<file path="src/rtl/rev_alu_seq.sv">
// rev_alu_seq: handshaked WIDTH-bit ALU with iterative multiply/divide,
// Peres/Fredkin reversible-gate modes and status flags.
// Accepts one operation at a time in IDLE, iterates in BUSY for mul/div,
// and presents the result in DONE until the consumer takes it.
module rev_alu_seq #(
  parameter int WIDTH = 8,
  parameter int OPW   = 4
) (
  input  logic             clk,
  input  logic             rst,
  input  logic             in_valid,
  output logic             in_ready,
  input  logic [WIDTH-1:0] a,
  input  logic [WIDTH-1:0] b,
  input  logic [WIDTH-1:0] c,
  input  logic [OPW-1:0]   sel,
  output logic             out_valid,
  input  logic             out_ready,
  output logic [WIDTH-1:0] out,
  output logic             flag_zero,
  output logic             flag_carry,
  output logic             flag_ovf,
  output logic             flag_err
);

  localparam int CW = $clog2(WIDTH);
  localparam logic [CW-1:0] LAST_CNT = CW'(WIDTH - 1);

  localparam logic [OPW-1:0] OP_ADD = OPW'(0);
  localparam logic [OPW-1:0] OP_SUB = OPW'(1);
  localparam logic [OPW-1:0] OP_MUL = OPW'(2);
  localparam logic [OPW-1:0] OP_DIV = OPW'(3);
  localparam logic [OPW-1:0] OP_SHL = OPW'(4);
  localparam logic [OPW-1:0] OP_SHR = OPW'(5);
  localparam logic [OPW-1:0] OP_NAND = OPW'(6);
  localparam logic [OPW-1:0] OP_XOR = OPW'(7);
  localparam logic [OPW-1:0] OP_PRY = OPW'(8);
  localparam logic [OPW-1:0] OP_PRZ = OPW'(9);
  localparam logic [OPW-1:0] OP_FRY = OPW'(10);
  localparam logic [OPW-1:0] OP_FRZ = OPW'(11);

  typedef enum logic [1:0] {
    ST_IDLE = 2'd0,
    ST_BUSY = 2'd1,
    ST_DONE = 2'd2
  } state_t;

  state_t state_r;
  state_t state_nx_s;

  // handshake / control
  logic accept_s;
  logic finish_s;
  logic is_iter_s;

  // single-cycle datapath
  logic [WIDTH:0]   sum_s;
  logic [WIDTH-1:0] sc_res_s;
  logic             sc_carry_s;
  logic             sc_err_s;

  // iterative datapath state
  logic [CW-1:0]      count_r;
  logic               op_div_r;
  logic               dvz_r;
  logic [2*WIDTH-1:0] acc_r;
  logic [2*WIDTH-1:0] mcand_r;
  logic [WIDTH-1:0]   mplier_r;
  logic [WIDTH-1:0]   rem_r;
  logic [WIDTH-1:0]   quo_r;
  logic [WIDTH-1:0]   dvsr_r;

  // iterative datapath next values
  logic [2*WIDTH-1:0] acc_nx_s;
  logic [WIDTH:0]     shifted_s;
  logic               qbit_s;
  logic [WIDTH-1:0]   rem_nx_s;
  logic [WIDTH-1:0]   quo_nx_s;
  logic [WIDTH-1:0]   fin_res_s;
  logic               fin_ovf_s;
  logic               fin_err_s;

  // registered outputs
  logic [WIDTH-1:0] out_r;
  logic             zero_r;
  logic             carry_r;
  logic             ovf_r;
  logic             err_r;
  logic             in_ready_r;
  logic             out_valid_r;

  assign in_ready   = in_ready_r;
  assign out_valid  = out_valid_r;
  assign out        = out_r;
  assign flag_zero  = zero_r;
  assign flag_carry = carry_r;
  assign flag_ovf   = ovf_r;
  assign flag_err   = err_r;

  assign sum_s     = {1'b0, a} + {1'b0, b};
  assign is_iter_s = (sel == OP_MUL) || (sel == OP_DIV);

  // Single-cycle op results computed straight from the live operands.
  always_comb begin
    sc_res_s   = {WIDTH{1'b0}};
    sc_carry_s = 1'b0;
    sc_err_s   = 1'b0;
    case (sel)
      OP_ADD: begin
        sc_res_s   = sum_s[WIDTH-1:0];
        sc_carry_s = sum_s[WIDTH];
      end
      OP_SUB: begin
        sc_res_s   = a - b;
        sc_carry_s = (a < b);
      end
      OP_MUL:  sc_res_s = {WIDTH{1'b0}};
      OP_DIV:  sc_res_s = {WIDTH{1'b0}};
      OP_SHL:  sc_res_s = {a[WIDTH-2:0], 1'b0};
      OP_SHR:  sc_res_s = {1'b0, a[WIDTH-1:1]};
      OP_NAND: sc_res_s = ~(a & b);
      OP_XOR:  sc_res_s = a ^ b;
      OP_PRY:  sc_res_s = a ^ b;
      OP_PRZ:  sc_res_s = (a & b) ^ c;
      OP_FRY:  sc_res_s = (~a & b) | (a & c);
      OP_FRZ:  sc_res_s = (a & b) | (~a & c);
      default: begin
        sc_res_s = {WIDTH{1'b0}};
        sc_err_s = 1'b1;
      end
    endcase
  end

  // One shift-add / restoring-divide step, plus the final result taken
  // from the step that completes the last iteration.
  always_comb begin
    if (mplier_r[0]) begin
      acc_nx_s = acc_r + mcand_r;
    end else begin
      acc_nx_s = acc_r;
    end
    shifted_s = {rem_r, quo_r[WIDTH-1]};
    qbit_s    = (shifted_s >= {1'b0, dvsr_r});
    // When the trial subtraction succeeds the true remainder is below the
    // divisor, so a WIDTH-bit subtraction is exact.
    if (qbit_s) begin
      rem_nx_s = shifted_s[WIDTH-1:0] - dvsr_r;
    end else begin
      rem_nx_s = shifted_s[WIDTH-1:0];
    end
    quo_nx_s = {quo_r[WIDTH-2:0], qbit_s};
    if (op_div_r) begin
      fin_res_s = dvz_r ? {WIDTH{1'b0}} : quo_nx_s;
      fin_ovf_s = 1'b0;
      fin_err_s = dvz_r;
    end else begin
      fin_res_s = acc_nx_s[WIDTH-1:0];
      fin_ovf_s = |acc_nx_s[2*WIDTH-1:WIDTH];
      fin_err_s = 1'b0;
    end
  end

  // Next-state logic and accept/finish strobes.
  always_comb begin
    state_nx_s = state_r;
    accept_s   = 1'b0;
    finish_s   = 1'b0;
    case (state_r)
      ST_IDLE: begin
        if (in_valid && in_ready_r) begin
          accept_s   = 1'b1;
          state_nx_s = is_iter_s ? ST_BUSY : ST_DONE;
        end else begin
          state_nx_s = ST_IDLE;
        end
      end
      ST_BUSY: begin
        if (count_r == LAST_CNT) begin
          finish_s   = 1'b1;
          state_nx_s = ST_DONE;
        end else begin
          state_nx_s = ST_BUSY;
        end
      end
      ST_DONE: begin
        if (out_ready) begin
          state_nx_s = ST_IDLE;
        end else begin
          state_nx_s = ST_DONE;
        end
      end
      default: state_nx_s = ST_IDLE;
    endcase
  end

  // State register; reset aborts any operation in flight.
  always_ff @(posedge clk or posedge rst) begin
    if (rst) begin
      state_r <= ST_IDLE;
    end else begin
      state_r <= state_nx_s;
    end
  end

  // Iterative datapath: load operands on accept, step once per BUSY cycle.
  always_ff @(posedge clk or posedge rst) begin
    if (rst) begin
      count_r  <= {CW{1'b0}};
      op_div_r <= 1'b0;
      dvz_r    <= 1'b0;
      acc_r    <= {(2*WIDTH){1'b0}};
      mcand_r  <= {(2*WIDTH){1'b0}};
      mplier_r <= {WIDTH{1'b0}};
      rem_r    <= {WIDTH{1'b0}};
      quo_r    <= {WIDTH{1'b0}};
      dvsr_r   <= {WIDTH{1'b0}};
    end else if (accept_s) begin
      count_r  <= {CW{1'b0}};
      op_div_r <= (sel == OP_DIV);
      dvz_r    <= (b == {WIDTH{1'b0}});
      acc_r    <= {(2*WIDTH){1'b0}};
      mcand_r  <= {{WIDTH{1'b0}}, a};
      mplier_r <= b;
      rem_r    <= {WIDTH{1'b0}};
      quo_r    <= a;
      dvsr_r   <= b;
    end else if (state_r == ST_BUSY) begin
      count_r  <= count_r + CW'(1);
      acc_r    <= acc_nx_s;
      mcand_r  <= {mcand_r[2*WIDTH-2:0], 1'b0};
      mplier_r <= {1'b0, mplier_r[WIDTH-1:1]};
      rem_r    <= rem_nx_s;
      quo_r    <= quo_nx_s;
    end
  end

  // Output registers: handshake bits follow the next state; result and
  // flags load on single-cycle accept or on the last iteration and are
  // otherwise held, so they stay stable under backpressure.
  always_ff @(posedge clk or posedge rst) begin
    if (rst) begin
      in_ready_r  <= 1'b1;
      out_valid_r <= 1'b0;
      out_r       <= {WIDTH{1'b0}};
      zero_r      <= 1'b0;
      carry_r     <= 1'b0;
      ovf_r       <= 1'b0;
      err_r       <= 1'b0;
    end else begin
      in_ready_r  <= (state_nx_s == ST_IDLE);
      out_valid_r <= (state_nx_s == ST_DONE);
      if (accept_s && !is_iter_s) begin
        out_r   <= sc_res_s;
        zero_r  <= (sc_res_s == {WIDTH{1'b0}});
        carry_r <= sc_carry_s;
        ovf_r   <= 1'b0;
        err_r   <= sc_err_s;
      end else if (finish_s) begin
        out_r   <= fin_res_s;
        zero_r  <= (fin_res_s == {WIDTH{1'b0}});
        carry_r <= 1'b0;
        ovf_r   <= fin_ovf_s;
        err_r   <= fin_err_s;
      end
    end
  end

endmodule

</file>
<file path="config.mk">
export PLATFORM = sky130hd
export DESIGN_NAME = rev_alu_seq
export DESIGN_NICKNAME = d
export VERILOG_FILES = /design/src/rtl/rev_alu_seq.sv
export SDC_FILE = /design/constraint.sdc
export NUM_CORES = 1
export LEC_CHECK = 0
export CAP_MARGIN = 0
export CORE_MARGIN = 3
export CORE_UTILIZATION = 35
export DETAILED_ROUTE_END_ITERATION = 10
export GPL_TIMING_DRIVEN = 0
export PLACE_DENSITY = 0.51
export SLEW_MARGIN = 0
export SYNTH_ARGS = -nofsm -noshare
export SYNTH_HDL_FRONTEND = slang
export SYNTH_SLANG_ARGS = --single-unit
</file>
<file path="constraint.sdc">
create_clock -name clk -period 5.4 [get_ports clk]
set_clock_uncertainty 0.1 [all_clocks]
set_input_delay 1.35 -clock clk [delete_from_list [all_inputs] [get_ports clk]]
set_output_delay 1.35 -clock clk [all_outputs]
set_load 0.01 [all_outputs]
</file>
==> flow_metrics.env <==
export IMPL_post_cts_setup_buffers=0
export IMPL_drtIter0Drc=469
export IMPL_yosys_warnings=0
export IMPL_drive_above_1_share_pct=5.12
export IMPL_antenna_cells=0
export IMPL_ys_seq_area_share_pct=34.5
export IMPL_worstPathRequired_ns=5.55
export IMPL_synth_cell_type_count=69
export IMPL_status="completed"
export IMPL_synth_edf_count=0
export IMPL_antenna_found_initial=0
export IMPL_place_gp_congestion=0.890
export IMPL_drv_cap=0
export IMPL_nets=855
export IMPL_grt_max_degree=62
export IMPL_dieWidth_um=139
export IMPL_vdd_drop_max_v=0.000214
export IMPL_dr_pass1_iters=5
export IMPL_grt_pass1_wl_mm=31.2
export IMPL_setup_tns_ns=0
export IMPL_worstSetupEndpointType="flip-flop"
export IMPL_cts_buffer_depth=2
export IMPL_critPathMaxFanout=6
export IMPL_reg2reg_depth=10
export IMPL_p_leak_nw=3.24
export IMPL_grt_overflow=0
export IMPL_routed_wl_mm=19.7
export IMPL_clkSlewWorstSetupHoldPaths_ns=0.07
export IMPL_syn_area_sq_um=6180
export IMPL_start_kind="primary input"
export IMPL_ys_ff_latch=85
export IMPL_fin_util_pct=43.0
export IMPL_synth_area_per_cell_sq_um=8.58
export IMPL_setup_viol=0
export IMPL_viasPerCell=5.71
export IMPL_pwr_density_cell_nw_per_um2=498
export IMPL_start_util_pct=36.5
export IMPL_crit_type="in2reg"
export IMPL_cts_root_buf="clkbuf_16"
export IMPL_core_sq_um=16900
export IMPL_async_reset_ff_share_pct=100
export IMPL_fin_crit_ns=4.84
export IMPL_htreeDepth=3
export IMPL_hpwl_mm=15.2
export IMPL_grt_pass1_vias=5628
export IMPL_totalPowerFinal_w=0.00362
export IMPL_area_growth_syn_to_layout_pct=17.8
export IMPL_antenna_left=0
export IMPL_syn_nets=798
export IMPL_cts_tree="yes"
export IMPL_io_pins=46
export IMPL_die_y_um=139
export IMPL_syn_inst=720
export IMPL_rows=47
export IMPL_drc=0
export IMPL_port_buffers=45
export IMPL_dieArea_sq_um=19300
export IMPL_cts_buffers=9
export IMPL_cts_resized=0
export IMPL_synthFlopType="dfrtp_1"
export IMPL_hold_viol=0
export IMPL_grt_use_total_pct=20.2
export IMPL_vias=5725
export IMPL_min_path_type="reg2reg"
export IMPL_holdBufCountCts=0
export IMPL_cts_sinks=85
export IMPL_hold_depth=2
export IMPL_tightestPinTransition_ns=1.02
export IMPL_max_slew_margin_pct=31.2
export IMPL_rsz0062_at_grt="no"
export IMPL_drv_slew=0
export IMPL_clk_latency_ns=0.34
export IMPL_wire_per_inst_um=19.6
export IMPL_max_freq_mhz=206
export IMPL_finalCritPeriodShare_pct=89.7
export IMPL_critPathArrivalTime_ns=4.99
==> final cells by class <==
class	count	area (sq um)
Clock buffer	13	270
Sequential cell	85	2130
Inverter	40	153
Fill cell	1709	9660
Buffer	32	173
Timing Repair Buffer	46	478
Tap cell	220	275
Clock inverter	3	67.6
Multi-Input combinational cell	563	3730
==> registers in the layout, summed over array words and instances (netlist names), 3 cells and up <==
signal and cells:
mplier_r 8, count_r 3, rem_r 8, acc_r 16, quo_r 8, out 8, dvsr_r 8, mcand_r 16
==> cells in the final DEF (no fill, tap or decap), types with 25 or more instances in the layout <==
cell,netlist,layout
a21oi_1,50,50
clkdlybuf4s50_1,0,45
dfrtp_1,84,84
ha_1,42,42
inv_1,40,39
mux2i_1,25,25
nand2_1,100,100
nor2_1,48,48
o21ai_0,74,74
==> critical path, stage by stage <==
cell and delay, ns:
clkdlybuf4s50_1 0.59, inv_1 0.22, ha_1 0.17, inv_1 0.06, fa_1 0.43, nand2_1 0.08
mux2i_1 0.06, a221oi_1 0.27, a21oi_1 0.08, a2111oi_1 0.75, nand3b_1 0.17, or4_1 0.55
o31ai_2 0.22
==> cell usage after synthesis, types with 3 or more instances <==
cell      count  area (sq um)
nor2b_1      10          62.6
a221o_1      15           150
a211oi_1      7          52.6
o22ai_1       7          43.8
xnor2_1      11          96.3
buf_6         6          67.6
a211o_1       4          35.0
fa_1          4          80.1
a21o_1        6          45.0
dfrtp_1      84          2100
nor4_1        3          18.8
nand3_1      24           120
nor2_1       48           180
a22o_1        9          78.8
o21ai_0      74           370
inv_1        40           150
or3_1         4          25.0
o21bai_1      5          37.5
o32ai_1       3          26.3
xor2_1       10          87.6
o31ai_1       3          22.5
clkbuf_1     23          86.3
a221oi_1      6          52.6
nand2b_1      7          43.8
a31oi_1       9          56.3
nor3_1        6          30.0
nand2_1     100           375
a21oi_1      50           250
mux2i_1      25           250
ha_1         42           526
o211ai_1      5          37.5
and2_1        6          37.5
nand3b_1      5          37.5
a22oi_1      12          90.1
==> final timing paths <==
path / slack, ns / end / start
hold reg to reg: 0.37 / mplier_r[4]$_DFFE_PP0P_ / mplier_r[4]$_DFFE_PP0P_
setup reg to reg: 2.23 / flag_ovf$_DFFE_PP0P_ / mcand_r[0]$_DFFE_PP0P_
max in group asynchronous: 3.31 / in_ready$_DFF_PP1_ / rst
min in group asynchronous: 1.23 / rem_r[4]$_DFFE_PP0P_ / rst
setup / recovery: 0.56 / flag_zero$_DFFE_PP0P_ / a[0]
hold / removal: 0.37 / mplier_r[4]$_DFFE_PP0P_ / mplier_r[4]$_DFFE_PP0P_
==> per-layer routing <==
| layer | share of wire, % | global-route usage [%] | vias to the layer above | wire [um] |
|---|---|---|---|---|
| met5 | 0 | 0 | - | 0 |
| met4 | 2.1 | 5.77 | 0 | 408 |
| met3 | 4.2 | 3.21 | 34 | 829 |
| met2 | 46 | 32.1 | 133 | 8980 |
| met1 | 48 | 28.6 | 2812 | 9450 |
| li1 | - | - | 2746 | - |
==> logic make-up (layout without fill, tap and decap cells) <==
| group | count (synthesis) | count (layout) | synth area share [%] |
|---|---|---|---|
| flip-flops | 85 | 85 | 34.5 |
| multiplexers | 27 | 27 | 4.42 |
| buffers and inverters | 72 | 134 | 5.23 |
| AO/OA/AOI/OAI | 243 | 243 | 26.4 |
| XOR/XNOR | 21 | 21 | 2.98 |
| adder cells (fa/ha/maj) | 46 | 46 | 9.81 |
| AND/OR/NAND/NOR | 226 | 226 | 16.7 |
==> power by group <==
group / internal (W) / switching, W / leakage, nW / total (W)
Combinational: 0.000759 / 0.00108 / 1.98 / 0.00183
Sequential: 0.000891 / 0.000196 / 1.10 / 0.00109
Clock: 0.000444 / 0.000258 / 0.162 / 0.000702
==> metrics by stage <==
step           instances  setup WS (ns)  hold WS [ns]  area, sq um
2_1_floorplan        720           1.46         0.339         6180
3_3_place_gp         985          0.256         0.352         6900
3_5_place_dp         986          0.246         0.357         6930
4_1_cts             1002          0.600         0.373         7270
5_1_grt             1002          0.449         0.381         7280
6_report            1002          0.556         0.370         7280
Power figures use the tool's default switching activity.
